File: src/rtl/simproc_uart_rx.sv
// Oversampling UART receiver with a valid/ready receive FIFO and sticky error flags.
// Define SIMPROC_UART_PARITY_EN to add a parity bit between the data and stop bits.
module simproc_uart_rx #(
    parameter int CLK_BITS   = 10,
    parameter int DATA_BITS  = 8,
    parameter int FIFO_DEPTH = 4
) (
    input  logic                            clk,
    input  logic                            rst_n,
    input  logic [CLK_BITS-1:0]             clk_per_bit,
    input  logic                            uart_rx,
    input  logic                            parity_odd,
    output logic [DATA_BITS-1:0]            rx_data,
    output logic                            rx_valid,
    input  logic                            rx_ready,
    output logic [$clog2(FIFO_DEPTH):0]     fifo_count,
    output logic                            frame_err,
    output logic                            overrun,
    output logic                            parity_err,
    input  logic                            clear_err
);

    localparam int PTR_W = $clog2(FIFO_DEPTH);
    localparam int CNT_W = PTR_W + 1;
    localparam int BIT_W = $clog2(DATA_BITS);

    typedef enum logic [2:0] {
        S_IDLE,
        S_START,
        S_DATA,
`ifdef SIMPROC_UART_PARITY_EN
        S_PARITY,
`endif
        S_STOP
    } state_t;

    logic                 sync1_q, sync2_q, line_prev_q;
    logic                 rx_line;
    state_t               state_q, state_d;
    logic [CLK_BITS-1:0]  cnt_q, cnt_d;
    logic [CLK_BITS-1:0]  n_q, n_d;
    logic [CLK_BITS-1:0]  div_eff;
    logic [BIT_W-1:0]     bit_q, bit_d;
    logic [DATA_BITS-1:0] shreg_q, shreg_d;
    logic                 sample;
    logic                 push_req, set_frame;

    logic [DATA_BITS-1:0] mem [FIFO_DEPTH];
    logic [PTR_W-1:0]     wr_ptr_q, rd_ptr_q;
    logic [CNT_W-1:0]     count_q, count_d;
    logic                 pop, full, push_ok, push_ovf;
    logic                 frame_err_q, overrun_q;

    assign rx_line = sync2_q;
    assign sample  = (cnt_q == CLK_BITS'(1));
    assign div_eff = (clk_per_bit < CLK_BITS'(4)) ? CLK_BITS'(4) : clk_per_bit;

    // NOTE: every register below uses <= so all flops update together at the edge,
    // independent of the order the blocks are evaluated in.
    always_ff @(posedge clk or negedge rst_n) begin
        if (!rst_n) begin
            sync1_q     <= 1'b1;
            sync2_q     <= 1'b1;
            line_prev_q <= 1'b1;
        end else begin
            sync1_q     <= uart_rx;
            sync2_q     <= sync1_q;
            line_prev_q <= sync2_q;
        end
    end

`ifdef SIMPROC_UART_PARITY_EN
    logic par_bit_q, par_bit_d;
    logic parity_bad;
    logic set_parity;
    logic parity_err_q;

    // Even parity: data plus parity bit has an even count of ones; odd sense flips it.
    assign parity_bad = ((^shreg_q) ^ par_bit_q) != parity_odd;
`else
    logic unused_parity_odd;
    assign unused_parity_odd = parity_odd;
`endif

    always_ff @(posedge clk or negedge rst_n) begin
        if (!rst_n) begin
            state_q <= S_IDLE;
            cnt_q   <= '0;
            n_q     <= CLK_BITS'(4);
            bit_q   <= '0;
            shreg_q <= '0;
`ifdef SIMPROC_UART_PARITY_EN
            par_bit_q <= 1'b0;
`endif
        end else begin
            state_q <= state_d;
            cnt_q   <= cnt_d;
            n_q     <= n_d;
            bit_q   <= bit_d;
            shreg_q <= shreg_d;
`ifdef SIMPROC_UART_PARITY_EN
            par_bit_q <= par_bit_d;
`endif
        end
    end

    // NOTE: every output of this block is given a default first, so no path leaves
    // a signal unassigned and no latch is inferred.
    always_comb begin
        state_d   = state_q;
        cnt_d     = cnt_q;
        n_d       = n_q;
        bit_d     = bit_q;
        shreg_d   = shreg_q;
        push_req  = 1'b0;
        set_frame = 1'b0;
`ifdef SIMPROC_UART_PARITY_EN
        par_bit_d  = par_bit_q;
        set_parity = 1'b0;
`endif
        if (state_q != S_IDLE) cnt_d = cnt_q - CLK_BITS'(1);

        case (state_q)
            S_IDLE: begin
                if (line_prev_q && !rx_line) begin
                    n_d     = div_eff;
                    cnt_d   = div_eff >> 1;
                    state_d = S_START;
                end
            end
            S_START: begin
                if (sample) begin
                    if (!rx_line) begin
                        cnt_d   = n_q;
                        bit_d   = '0;
                        state_d = S_DATA;
                    end else begin
                        state_d = S_IDLE;
                    end
                end
            end
            S_DATA: begin
                if (sample) begin
                    shreg_d = {rx_line, shreg_q[DATA_BITS-1:1]};
                    cnt_d   = n_q;
                    if (bit_q == BIT_W'(DATA_BITS - 1)) begin
`ifdef SIMPROC_UART_PARITY_EN
                        state_d = S_PARITY;
`else
                        state_d = S_STOP;
`endif
                    end else begin
                        bit_d = bit_q + BIT_W'(1);
                    end
                end
            end
`ifdef SIMPROC_UART_PARITY_EN
            S_PARITY: begin
                if (sample) begin
                    par_bit_d = rx_line;
                    cnt_d     = n_q;
                    state_d   = S_STOP;
                end
            end
`endif
            S_STOP: begin
                if (sample) begin
                    state_d = S_IDLE;
                    if (!rx_line) set_frame = 1'b1;
`ifdef SIMPROC_UART_PARITY_EN
                    else if (parity_bad) set_parity = 1'b1;
`endif
                    else push_req = 1'b1;
                end
            end
            default: state_d = S_IDLE;
        endcase
    end

    assign full     = (count_q == CNT_W'(FIFO_DEPTH));
    assign pop      = rx_valid && rx_ready;
    assign push_ok  = push_req && (!full || pop);
    assign push_ovf = push_req && full && !pop;

    always_comb begin
        count_d = count_q;
        if (push_ok && !pop)      count_d = count_q + CNT_W'(1);
        else if (!push_ok && pop) count_d = count_q - CNT_W'(1);
    end

    // NOTE: the storage array is deliberately not reset; entries are only visible
    // through rx_data while count_q says they were written, so reset cost is avoided.
    always_ff @(posedge clk) begin
        if (push_ok) mem[wr_ptr_q] <= shreg_q;
    end

    always_ff @(posedge clk or negedge rst_n) begin
        if (!rst_n) begin
            wr_ptr_q    <= '0;
            rd_ptr_q    <= '0;
            count_q     <= '0;
            frame_err_q <= 1'b0;
            overrun_q   <= 1'b0;
        end else begin
            if (push_ok) wr_ptr_q <= wr_ptr_q + PTR_W'(1);
            if (pop)     rd_ptr_q <= rd_ptr_q + PTR_W'(1);
            count_q     <= count_d;
            frame_err_q <= clear_err ? 1'b0 : (frame_err_q | set_frame);
            overrun_q   <= clear_err ? 1'b0 : (overrun_q | push_ovf);
        end
    end

`ifdef SIMPROC_UART_PARITY_EN
    always_ff @(posedge clk or negedge rst_n) begin
        if (!rst_n) parity_err_q <= 1'b0;
        else        parity_err_q <= clear_err ? 1'b0 : (parity_err_q | set_parity);
    end
    assign parity_err = parity_err_q;
`else
    assign parity_err = 1'b0;
`endif

    assign rx_valid   = (count_q != '0);
    assign rx_data    = rx_valid ? mem[rd_ptr_q] : '0;
    assign fifo_count = count_q;
    assign frame_err  = frame_err_q;
    assign overrun    = overrun_q;

endmodule

File: config.mk
export PLATFORM = sky130hd
export DESIGN_NAME = simproc_uart_rx
export DESIGN_NICKNAME = d
export VERILOG_FILES = /design/src/rtl/simproc_uart_rx.sv
export SDC_FILE = /design/constraint.sdc
export NUM_CORES = 1
export LEC_CHECK = 0
export ABC_AREA = 1
export CELL_PAD_IN_SITES_DETAIL_PLACEMENT = 0
export CELL_PAD_IN_SITES_GLOBAL_PLACEMENT = 1
export CORE_UTILIZATION = 35
export CTS_CLUSTER_DIAMETER = 40
export DETAILED_ROUTE_END_ITERATION = 8
export PLACE_DENSITY = 0.7
export SYNTH_ARGS = -nofsm -noshare
export SYNTH_HDL_FRONTEND = slang
export SYNTH_SLANG_ARGS = --single-unit
File: constraint.sdc
create_clock -name clk -period 2.2 [get_ports clk]
set_clock_uncertainty 0.05 [all_clocks]
set_input_delay 0.44 -clock clk [delete_from_list [all_inputs] [get_ports clk]]
set_output_delay 0.44 -clock clk [all_outputs]
set_load 0.005 [all_outputs]
==> results.sh <==
export IMPL_status="completed"
export IMPL_cts_tree="done"
export IMPL_worstSetupPathType="reg -> out"
export IMPL_min_to="rx_line"
export IMPL_synthXorXnorAreaFrac_pct=2.79
export IMPL_fin_crit_sh_pct=95.5
export IMPL_cts_sinks=77
export IMPL_synthesis_area_um2=3770
export IMPL_syn_avg_cell_area_um2=9.69
export IMPL_synthMuxAreaShare_pct=0
export IMPL_placed_area_um2=4310
export IMPL_diodes=0
export IMPL_clkTransAtPathRegs_ns=0.08
export IMPL_grt_max_degree=40
export IMPL_grt_setup_unrepaired="yes"
export IMPL_holdPathStages=0
export IMPL_synth_adder_area_share_pct=3.52
export IMPL_cts_root_buf="clkbuf_8"
export IMPL_synth_seq_area_share_pct=55.5
export IMPL_design_area_um2=4670
export IMPL_grtUsageTotal_pct=14.4
export IMPL_whs_ns=0.312
export IMPL_worstHoldStart="sync1_q"
export IMPL_critPathCaptureType="output pin"
export IMPL_n_fill_cell=1026
export IMPL_synth_top_area_cell="dfrtp_1"
export IMPL_fin_crit_ns=2.10
export IMPL_max_slew_worst_pin_slew_ns=0.643
export IMPL_ys_top_cells_by_area="dfrtp_1 (27%), edfxtp_1 (25%), nand2_1 (6.2%)"
export IMPL_grt_pass1_vias=2633
export IMPL_pre_cts_slack_ns=-0.171
export IMPL_fp_dieH_um=106
export IMPL_synth_top_area_share_pct=27.2
export IMPL_hpwl_um=4880
export IMPL_crit_path_start_kind="flip-flop"
export IMPL_maxSlewHeadroom_pct=57.1
export IMPL_hold_path_class="reg -> reg"
export IMPL_wirelength_um=6970
export IMPL_peakVddDrop_v=0.000468
export IMPL_ios=31
export IMPL_required_ns=1.71
export IMPL_regToRegStartpoint="cnt_q[1]"
export IMPL_synth_cell_types=37
export IMPL_clk_latency_ns=0.35
export IMPL_drive_gt1_share_pct=21.5
export IMPL_numPortBuffers=28
export IMPL_drv_cap=0
export IMPL_powerDensity_nw_per_um2=1290
export IMPL_final_nets=473
export IMPL_leakagePower_nw=2.07
export IMPL_regArea_um2=2090
export IMPL_num_vias=2644
export IMPL_syn_inst=389
export IMPL_cts_buffer_depth=2
export IMPL_dr_pass1_iters=6
export IMPL_synthToLayoutAreaGrowth_pct=24.0
export IMPL_async_flop_share_pct=58.4
export IMPL_ys_ff_latch=77
export IMPL_start_util_pct=36.4
export IMPL_mostFrequentLayoutCells="nand2_1 (62), nor2_1 (53), inv_1 (49), dfrtp_1 (40), edfxtp_1 (32)"
export IMPL_ys_flop_type="dfrtp_1"
export IMPL_gp_congestion=0.764
export IMPL_r2r_cells=12
export IMPL_cts_buffers_inserted=9
export IMPL_overflow=0
export IMPL_grt_pass1_wl_um=12500
export IMPL_slew_viol_final=0
export IMPL_htreeDepth=3
export IMPL_p_total_mw=6.02
export IMPL_finalSetupViolCount=0
export IMPL_die_area_um2=11200
export IMPL_post_drt_wl_per_cell_um=11.9
export IMPL_ys_warn_count=0
export IMPL_yosys_area_share_simple_pct=20.7
export IMPL_synth_top_family_by_area="simple AND/OR/NAND/NOR gates"
export IMPL_ff2ff_setup_slack_ns=0.16
export IMPL_synth_edff_count=32
export IMPL_core_area_um2=10400
export IMPL_cp_arrival_ns=1.61
export IMPL_cp_max_fo=4
export IMPL_layout_setup_ws_ns=0.0998
export IMPL_num_rows=37
export IMPL_final_common_cell="nand2_1"
export IMPL_fmax_ghz=0.476
export IMPL_r2r_end="fifo_count[2]"
export IMPL_route_detailed_drc=0
export IMPL_ant_nets=0
export IMPL_vias_per_cell=4.50
export IMPL_finalHoldViolations=0
export IMPL_antenna_found_initial=0
export IMPL_drt_iter0_drc=86
export IMPL_die_w_um=106
export IMPL_synth_fp_nets=415
export IMPL_synth_compound_area_share_pct=10.1
export IMPL_multi_input_area_um2=1430
==> stage by stage <==
step           cells  TNS [ns]  utilization, %
4_1_cts          583         0            44.5
5_1_grt          588   -0.0230            45.1
2_1_floorplan    389         0               -
6_report         588         0            45.1
3_3_place_gp     561    -0.235            41.6
3_5_place_dp     561    -0.325            41.6
==> area by class of cell <==
| type | instances | share of cell area, % |
|---|---|---|
| flip-flops and latches | 77 | 44.8 |
| multi-input cells | 245 | 30.6 |
| repair buffers | 55 | 10.7 |
| inverters | 59 | 4.93 |
| well taps | 136 | 3.64 |
| clock buffers | 11 | 3.02 |
| clock inverters | 5 | 2.30 |
==> sequential cells by signal (all words and copies together), names as in the netlist <==
| name | cells |
|---|---|
| rx_line | 1 |
| bit_q | 3 |
| sync1_q | 1 |
| line_prev_q | 1 |
| n_q | 10 |
| wr_ptr_q | 2 |
| frame_err | 1 |
| overrun | 1 |
| state_q | 2 |
| cnt_q | 10 |
| shreg_q | 8 |
| fifo_count | 3 |
| rd_ptr_q | 2 |
| mem | 32 |
==> layer usage <==
layer | share of wire, % | track usage [%]
met5 | 0 | 0
met3 | 2.5 | 2.84
met4 | 1.7 | 6.55
met2 | 48 | 24.2
met1 | 48 | 18.0
==> worst max-delay path by stage <==
| stage | depth (start not counted) | slack (ns) | startpoint | to |
|---|---|---|---|---|
| detailed placement | 11 | -0.17 | rx_ready | fifo_count[2] |
| floorplan | 12 | 0.008 | cnt_q[1] | fifo_count[2] |
| global placement | 11 | -0.14 | rx_ready | fifo_count[2] |
| CTS | 6 | 0.02 | fifo_count[1] | rx_valid |
| finish | 6 | 0.1 | fifo_count[1] | rx_valid |
| global route | 12 | -0.02 | cnt_q[1] | fifo_count[2] |
==> logic make-up after synthesis <==
kind of cell / Yosys count
flops: 77
buf+inv: 67
fa+ha+maj: 10
other cells: 1
simple gates: 157
xor+xnor: 12
compound gates: 65
==> where the power goes <==
group          total (mW)  internal [mW]  switching (mW)
clock network        1.31          0.789           0.525
registers            2.17           1.90           0.265
logic                2.54           1.10            1.44
==> Yosys cell counts, types with 9 or more instances <==
| cell | instances |
|---|---|
| nand3_1 | 12 |
| ha_1 | 9 |
| o21ai_1 | 9 |
| nand2_1 | 62 |
| a21oi_1 | 16 |
| edfxtp_1 | 32 |
| dfrtp_1 | 41 |
| nor2_1 | 56 |
| o21ai_0 | 27 |
| inv_1 | 50 |
| xor2_1 | 10 |
==> worst max-delay path, stage by stage, from the launching register on <==
cell	delay (ns)
dfrtp_1	0.39
inv_1	0.09
nand2_1	0.07
nor2_2	0.13
buf_6	0.13
inv_1	0.03
clkdlybuf4s50_1	0.43
==> repair_timing <==
action                                  CTS  global route
hold buffers                              1             0
pin swaps                                 2             5
endpoints found under the hold margin     6             0
endpoints found under the setup margin    9            14
setup buffers                             5             5
resized for setup                        13            14
No activity file was read; power rests on OpenSTA's default activity.
